$ cat src/rtl/operand_stack.sv
// 8-bit operand stack that sequences an external combinational ALU (2-cycle ALUOP).
// Optional DUP command enabled by defining OPERAND_STACK_DUP_EN.
module operand_stack #(
    parameter int DEPTH = 8
) (
    input  logic       clk,
    input  logic       rst,
    input  logic       cmd_valid,
    output logic       cmd_ready,
    input  logic [1:0] cmd_op,
    input  logic [1:0] cmd_sel,
    input  logic [7:0] push_data,
    output logic [7:0] alu_x,
    output logic [7:0] alu_y,
    output logic [1:0] alu_sel,
    input  logic [7:0] alu_result,
    output logic [7:0] top,
    output logic [4:0] depth,
    output logic       error
);
    // state | meaning
    // IDLE  | accepting commands; PUSH/POP/DUP complete on the accept edge
    // EXEC  | ALU operands presented; result written back on the exiting edge
    typedef enum logic {IDLE, EXEC} state_t;

    localparam int         AW   = $clog2(DEPTH);
    localparam logic [4:0] FULL = 5'(DEPTH);

    localparam logic [1:0] OP_PUSH = 2'b00;
    localparam logic [1:0] OP_POP  = 2'b01;
    localparam logic [1:0] OP_ALU  = 2'b10;
    localparam logic [1:0] OP_DUP  = 2'b11;
    localparam logic [1:0] SEL_NOT = 2'b11;

    state_t     state_q, state_d;
    logic [4:0] depth_q, depth_d;
    logic       error_q, error_d;
    logic       cmd_ready_q, cmd_ready_d;
    logic [7:0] alu_x_q, alu_x_d;
    logic [7:0] alu_y_q, alu_y_d;
    logic [1:0] alu_sel_q, alu_sel_d;

    logic [7:0]    mem_q [DEPTH];
    logic          wr_en;
    logic [AW-1:0] wr_idx;
    logic [7:0]    wr_data;

    logic [AW-1:0] top_idx, below_idx;
    logic [7:0]    top_val, below_val;
    logic          empty, full, has_two;

    assign top_idx   = AW'(depth_q - 5'd1);
    assign below_idx = AW'(depth_q - 5'd2);
    assign empty     = (depth_q == 5'd0);
    assign full      = (depth_q == FULL);
    assign has_two   = (depth_q >= 5'd2);
    assign top_val   = empty ? 8'h00 : mem_q[top_idx];
    assign below_val = mem_q[below_idx];

    always_comb begin
        state_d     = state_q;
        depth_d     = depth_q;
        error_d     = error_q;
        cmd_ready_d = 1'b1;
        alu_x_d     = 8'h00;
        alu_y_d     = 8'h00;
        alu_sel_d   = 2'b00;
        wr_en       = 1'b0;
        wr_idx      = AW'(depth_q);
        wr_data     = push_data;
        case (state_q)
            IDLE: begin
                if (cmd_valid) begin
                    case (cmd_op)
                        OP_PUSH: begin
                            if (full) begin
                                error_d = 1'b1;
                            end else begin
                                wr_en   = 1'b1;
                                depth_d = depth_q + 5'd1;
                            end
                        end
                        OP_POP: begin
                            if (empty) error_d = 1'b1;
                            else       depth_d = depth_q - 5'd1;
                        end
                        OP_ALU: begin
                            if ((cmd_sel == SEL_NOT) ? empty : !has_two) begin
                                error_d = 1'b1;
                            end else begin
                                state_d     = EXEC;
                                cmd_ready_d = 1'b0;
                                alu_sel_d   = cmd_sel;
                                alu_x_d     = (cmd_sel == SEL_NOT) ? top_val : below_val;
                                alu_y_d     = (cmd_sel == SEL_NOT) ? 8'h00 : top_val;
                            end
                        end
                        OP_DUP: begin
`ifdef OPERAND_STACK_DUP_EN
                            if (empty || full) begin
                                error_d = 1'b1;
                            end else begin
                                wr_en   = 1'b1;
                                wr_data = top_val;
                                depth_d = depth_q + 5'd1;
                            end
`else
                            error_d = 1'b1;
`endif
                        end
                        default: ;
                    endcase
                end
            end
            EXEC: begin
                // Stack is frozen during EXEC, so the latched select decides the write slot.
                state_d = IDLE;
                wr_en   = 1'b1;
                wr_data = alu_result;
                if (alu_sel_q == SEL_NOT) begin
                    wr_idx = top_idx;
                end else begin
                    wr_idx  = below_idx;
                    depth_d = depth_q - 5'd1;
                end
            end
            default: state_d = IDLE;
        endcase
    end

    always_ff @(posedge clk) begin
        if (rst) begin
            state_q     <= IDLE;
            depth_q     <= 5'd0;
            error_q     <= 1'b0;
            cmd_ready_q <= 1'b1;
            alu_x_q     <= 8'h00;
            alu_y_q     <= 8'h00;
            alu_sel_q   <= 2'b00;
        end else begin
            state_q     <= state_d;
            depth_q     <= depth_d;
            error_q     <= error_d;
            cmd_ready_q <= cmd_ready_d;
            alu_x_q     <= alu_x_d;
            alu_y_q     <= alu_y_d;
            alu_sel_q   <= alu_sel_d;
        end
    end

    always_ff @(posedge clk) begin
        if (wr_en && !rst) mem_q[wr_idx] <= wr_data;
    end

    assign cmd_ready = cmd_ready_q;
    assign alu_x     = alu_x_q;
    assign alu_y     = alu_y_q;
    assign alu_sel   = alu_sel_q;
    assign top       = top_val;
    assign depth     = depth_q;
    assign error     = error_q;
endmodule

$ cat config.mk
export PLATFORM = sky130hd
export DESIGN_NAME = operand_stack
export DESIGN_NICKNAME = d
export VERILOG_FILES = /design/src/rtl/operand_stack.sv
export SDC_FILE = /design/constraint.sdc
export NUM_CORES = 1
export LEC_CHECK = 0
export CORE_MARGIN = 1
export CORE_UTILIZATION = 60
export CTS_BUF_LIST = sky130_fd_sc_hd__clkbuf_16
export DETAILED_ROUTE_END_ITERATION = 16
export GPL_ROUTABILITY_DRIVEN = 0
export HOLD_SLACK_MARGIN = 0.03
export PLACE_DENSITY = 0.93
export SLEW_MARGIN = 20
export SYNTH_ARGS = -nofsm -noshare
export SYNTH_HDL_FRONTEND = slang
export SYNTH_SLANG_ARGS = --single-unit
$ cat constraint.sdc
create_clock -name clk -period 8.35 [get_ports clk]
set_input_delay 1.2525 -clock clk [delete_from_list [all_inputs] [get_ports clk]]
set_output_delay 1.2525 -clock clk [all_outputs]
set_load 0.01 [all_outputs]
# Yosys cells after proc, flatten, opt, wreduce, memory -nomap -nowiden
# Memories as Yosys holds them, arrays and structs flattened.
# Cells that the tools add are included.
# totals
regBits	26
latchBits	0
ram_bits	64
mem_bits_ro	0
input_bits	23
output_inout_bits	33
word_cells	66
memories	1
# classes
add_sub_neg	3
multipliers	0
div_mod_pow	0
n_lt_le_gt_ge	1
eq_ne	14
shift	0
mux	27
bitwise	3
n_reduce_logical	10
# memory_table
memory	depth	width	rd	rd_ports_with_merged_regs	wr	line	rtl
mem_q	8	8	2	0	1	43	logic [7:0] mem_q [DEPTH];
# ops
cell	n
2-to-1 mux 8 bit	3
2-to-1 mux 5 bit	4
one-hot mux 5 bit (2 select lines)	2
2-to-1 mux 1 bit	13
inequality test 2 bit, second input constant	5
AND reduction 5 bit	2
equality test 2 bit, second input constant	4
2-to-1 mux 3 bit	2
inequality test 3 bit, second input constant	2
OR reduction 6 bit	1
adder 5 x 1 -> 5 bit, second input constant	1
equality test 5 x 4 -> 1 bit, second input constant	1
>= comparator 5 x 2 -> 1 bit, second input constant	1
logical NOT 5 bit	1
OR reduction 5 bit	1
subtractor 5 x 1 -> 5 bit, second input constant	1
one-hot mux 1 bit (2 select lines)	2
one-hot mux 1 bit (4 select lines)	1
OR reduction 4 bit	1
inequality test 3 x 1 -> 1 bit, second input constant	1
inverter 1 bit	3
subtractor 3 x 2 -> 3 bit, second input constant	1
equality test 2 x 1 -> 1 bit, second input constant	1
logical NOT 1 bit	2
other kinds (2)	2

# Longest topological paths before layout
# logic_depth
ltp_word	8
depth_mapped	11
depth_no_buf	6

# Worst setup path before layout
# OpenSTA, ideal clock, no wires.
# synth_path
kind	flip-flop to output port
from	register depth_q[0], in the netlist depth[0]
to	output top[3]
arrival_ps	2149
t_required_ps	7098
setup_slack_ps	4949
path_stages_with_launch	12
n_path_buf	5
path_cell_list	dfxtp_1 > buf_6 > buf_12 > buf_12 > inv_1 > ha_1 > buf_2 > buf_2 > mux4_2 > inv_1 > o22a_1 > inv_1
# synth_via
elab_chain_cells	3
elab_cells_between_ends	4
cone_classes	add/sub (1); mux (1); reduce/logical (1); memory (1)
# synth_rtl
element	line	rtl
start: declaration	36	logic [4:0] depth_q, depth_d;
start signal: assignment	142	depth_q <= depth_d;
subtractor 5 x 1 -> 5 bit	--	
memory (8 x 8 bit)	--	
2-to-1 mux 8 bit *	57	assign top_val = empty ? 8'h00 : mem_q[top_idx];
end: declaration	17	output logic [7:0] top,
# Mark *: on every way between the ends. The rest lies on a longest branch, timed or not.

# Final worst setup path
# layout_path
from	register depth_q[0], in the netlist depth[0]
to	output top[4]
# The elaborated chain is that of the path after synthesis.

==> impl_metrics.csv <==
group,metric,value,unit
worst_setup_path,critical_path_sink_type,"output pin",
synth,synth.ff_latch_count,90,
pwr,irDropWorstVdd,0.140,mV
synth,synth-warning-count,0,
final_layout,finish.net_count,421,
clock_network,clock_insertion_delay_worst_skew,0.34,ns
floorplanning,num_io_pins,56,
floorplanning,die_x,88.6,µm
sta,timing.clock.skew,0.00917,ns
sta,layout_min_cycle_time,5.08,ns
drt,residual_drc_count,0,
drt,drtIter0Drc,364,
sta,total_negative_slack,0,ns
drt,routed_wire_length_per_instance,21.6,µm
final_layout,final_cell_count_no_fill,496,
clock_network,clk_pin_slew_worst_paths,0.06,ns
global_route,globalRouteOverflowTotal,0,
clock_network,cts-hold-fix-buffers,0,
global_route,antenna_found_initial,0,
synth,syn-num-nets,366,
synth,synth_area_leaders,"sky130_fd_sc_hd__edfxtp_1 (43%), sky130_fd_sc_hd__dfxtp_1 (12%), sky130_fd_sc_hd__mux4_1 (7.6%), sky130_fd_sc_hd__mux2i_1 (7.1%), sky130_fd_sc_hd__inv_1 (2.7%)",
min_path,min_from,"error",
placed_design,count_of_buffers_from_port_buffering,55,
sta,rsz_0062_raised_after_global_routing,"false",
sta,hold_violations,0,
final_layout,postLayoutCoreUtil,74.7,%
clock_network,post_cts.resized_instances,0,
clock_network,cts_inserted_buffers,9,
synth,synth_area_leader_cell,"sky130_fd_sc_hd__edfxtp_1",
global_route,grt_first_pass_wirelength,16500,µm
min_path,holdCritPathClass,"register to register",
status,run_status,"complete, no violations",
drt,dr.max_layer_used,"met4",
clock_network,cts.path.max_buffers,2,
synth,synth.top_cell.area_share,42.7,%
synth,synth-edff-count,64,
drt,met2_wirelength,5540,µm
pwr,power-per-cell-area,203,nW/µm²
final_layout,diodes,0,
drt,wl_met3,839,µm
global_route,grtUsageTotal,29.6,%
pwr,power_leakage,1.92,nW
clock_network,clock_tree_from_tritoncts,"built",
final_layout,area.growth.synth_to_final,20.3,%
sta,worst_slew_margin_rel,28.7,%
drt,drt_pre_antenna_iters,5,
synth,ys_async_sr_fraction,0,%
placed_design,place_worst_setup_slack,3.65,ns
floorplanning,die_area,7860,µm²
floorplanning,core.rowCount,31,
sta,worstMarginPinSlew,1.07,ns
synth,prevailing_post_synth_register_cell,"sky130_fd_sc_hd__edfxtp_1",
placed_design,place.detailed.instances,480,
synth,post_synth_top_cells,"sky130_fd_sc_hd__edfxtp_1 (64), sky130_fd_sc_hd__inv_1 (32), sky130_fd_sc_hd__mux2i_1 (32)",
clock_network,cts-root-buf,"sky130_fd_sc_hd__clkbuf_16",
final_layout,post_route_cells_drive_above_1_share,13.1,%
floorplanning,chipHeight,88.6,µm
sta,worst_slack,3.27,ns
synth,syn-cell-area,4500,µm²
sta,final-setup-viol-count,0,
drt,wirelength_met1,3950,µm
worst_setup_path,critPathArrivalTime,3.83,ns
synth,synth.yosys.seq_area_share,54.2,%
drt,total_number_of_vias,3170,
worst_setup_path,worst-path-max-fanout,55,
clock_network,post-cts-setup-buffers,0,
sta,final.period_utilization,60.8,%
global_route,first_global_vias,3216,
worst_setup_path,critPathLaunchType,"register",
synth,syn-instance-count,337,
synth,mean_instance_size_in_the_synthesized_netlist,13.4,µm²
worst_setup_path,worstSetupPathType,"register to output pin",
drt,detail_route.vias_per_cell,6.39,
placed_design,detailedPlacementHpwl,6960,µm
worst_setup_path,worst_r2r_startpoint,"depth[0]",
floorplanning,core,7250,µm²
synth,yosysUniqueCellTypes,56,
run,max_cap_violations,0,
drt,antenna_violating_nets_post_route,0,
global_route,pin_count_of_the_biggest_net_entering_global_routing,56,
floorplanning,initial_utilization,62.1,%
sta,max_freq,197,MHz
worst_setup_path,required,7.10,ns
drt,drt_wl_total,10700,µm
worst_setup_path,startpoint,"depth[0]",
clock_network,htreeDepth,3,
clock_network,clock_sink_total,90,
sta,slew_viol_final,0,
synth,yosysMostFrequentCell,"sky130_fd_sc_hd__edfxtp_1",
cell families after synthesis:
| kind of cell | Yosys count | share of synthesized area [%] |
|---|---|---|
| flops | 90 | 54.2 |
| compound gates | 58 | 10.0 |
| xor+xnor | 1 | 0.194 |
| buf+inv | 50 | 6.08 |
| mux | 59 | 19.0 |
| simple gates | 73 | 8.83 |
| fa+ha+maj | 6 | 1.67 |
stage by stage:
stage	instance area, µm²	power [W]	hold slack [ns]
2_1_floorplan	4500	0.000623	0.470
3_3_place_gp	5090	0.000669	0.436
3_5_place_dp	5090	0.000676	0.440
4_1_cts	5410	0.00110	0.449
5_1_grt	5420	0.00113	0.474
6_report	5420	0.00110	0.448
layer usage:
metal | GRT usage, % | up-vias
met2 | 50.3 | 181
met4 | 17.0 | 0
li1 | - | 1405
met1 | 35.3 | 1544
met3 | 5.60 | 40
met5 | 0 | -
cell type report:
class | instances | area [µm²]
multi-input combinational | 197 | 1810
timing repair buffer | 62 | 603
sequential | 90 | 2440
clock inverter | 6 | 67.6
inverter | 32 | 120
clock buffer | 10 | 250
tap | 99 | 124
fill | 465 | 1830
layout by cell type, fill, tap and decap left out, drive strengths merged, types with 4 or more instances in the layout:
cell type      count
a211oi             9
a21oi              6
buf                7
clkbuf            10
clkdlybuf4s50     55
dfxtp             26
edfxtp            64
ha                 6
inv               35
mux2              11
mux2i             32
mux4              16
nand2              8
nand2b             6
nand3              4
nor2              18
nor2b              6
nor3              14
nor4               4
o22a               8
o22ai             18
where the power goes:
part	switching (W)	internal, W	total, W
combinational	0.0000953	0.0000818	0.000177
clock	0.000175	0.000252	0.000427
sequential	0.00000649	0.000487	0.000494
total	0.000277	0.000822	0.00110
path summary, 6_finish.rpt:
path | slack [ns] | endpoint | cells after the start
setup reg to reg | 4.36 | mem_q[2][3] | 7
setup / recovery | 3.27 | top[4] | 8
hold / removal | 0.45 | error | 2
hold reg to reg | 0.45 | error | 2
worst max-delay path, cell delays in order (launching register included):
cell	delay (ns)
sky130_fd_sc_hd__dfxtp_2	0.32
sky130_fd_sc_hd__buf_4	0.66
sky130_fd_sc_hd__inv_1	0.29
sky130_fd_sc_hd__ha_1	0.88
sky130_fd_sc_hd__mux4_4	0.56
sky130_fd_sc_hd__inv_1	0.08
sky130_fd_sc_hd__o22a_1	0.17
sky130_fd_sc_hd__inv_1	0.05
sky130_fd_sc_hd__clkdlybuf4s50_1	0.47
registers in the layout, summed over array words and instances, names as in the netlist:
name,count
mem_q,64
alu_y,8
error,1
alu_sel,2
cmd_ready,1
depth,5
state_q,1
alu_x,8
(Power assumes the default switching activity.)
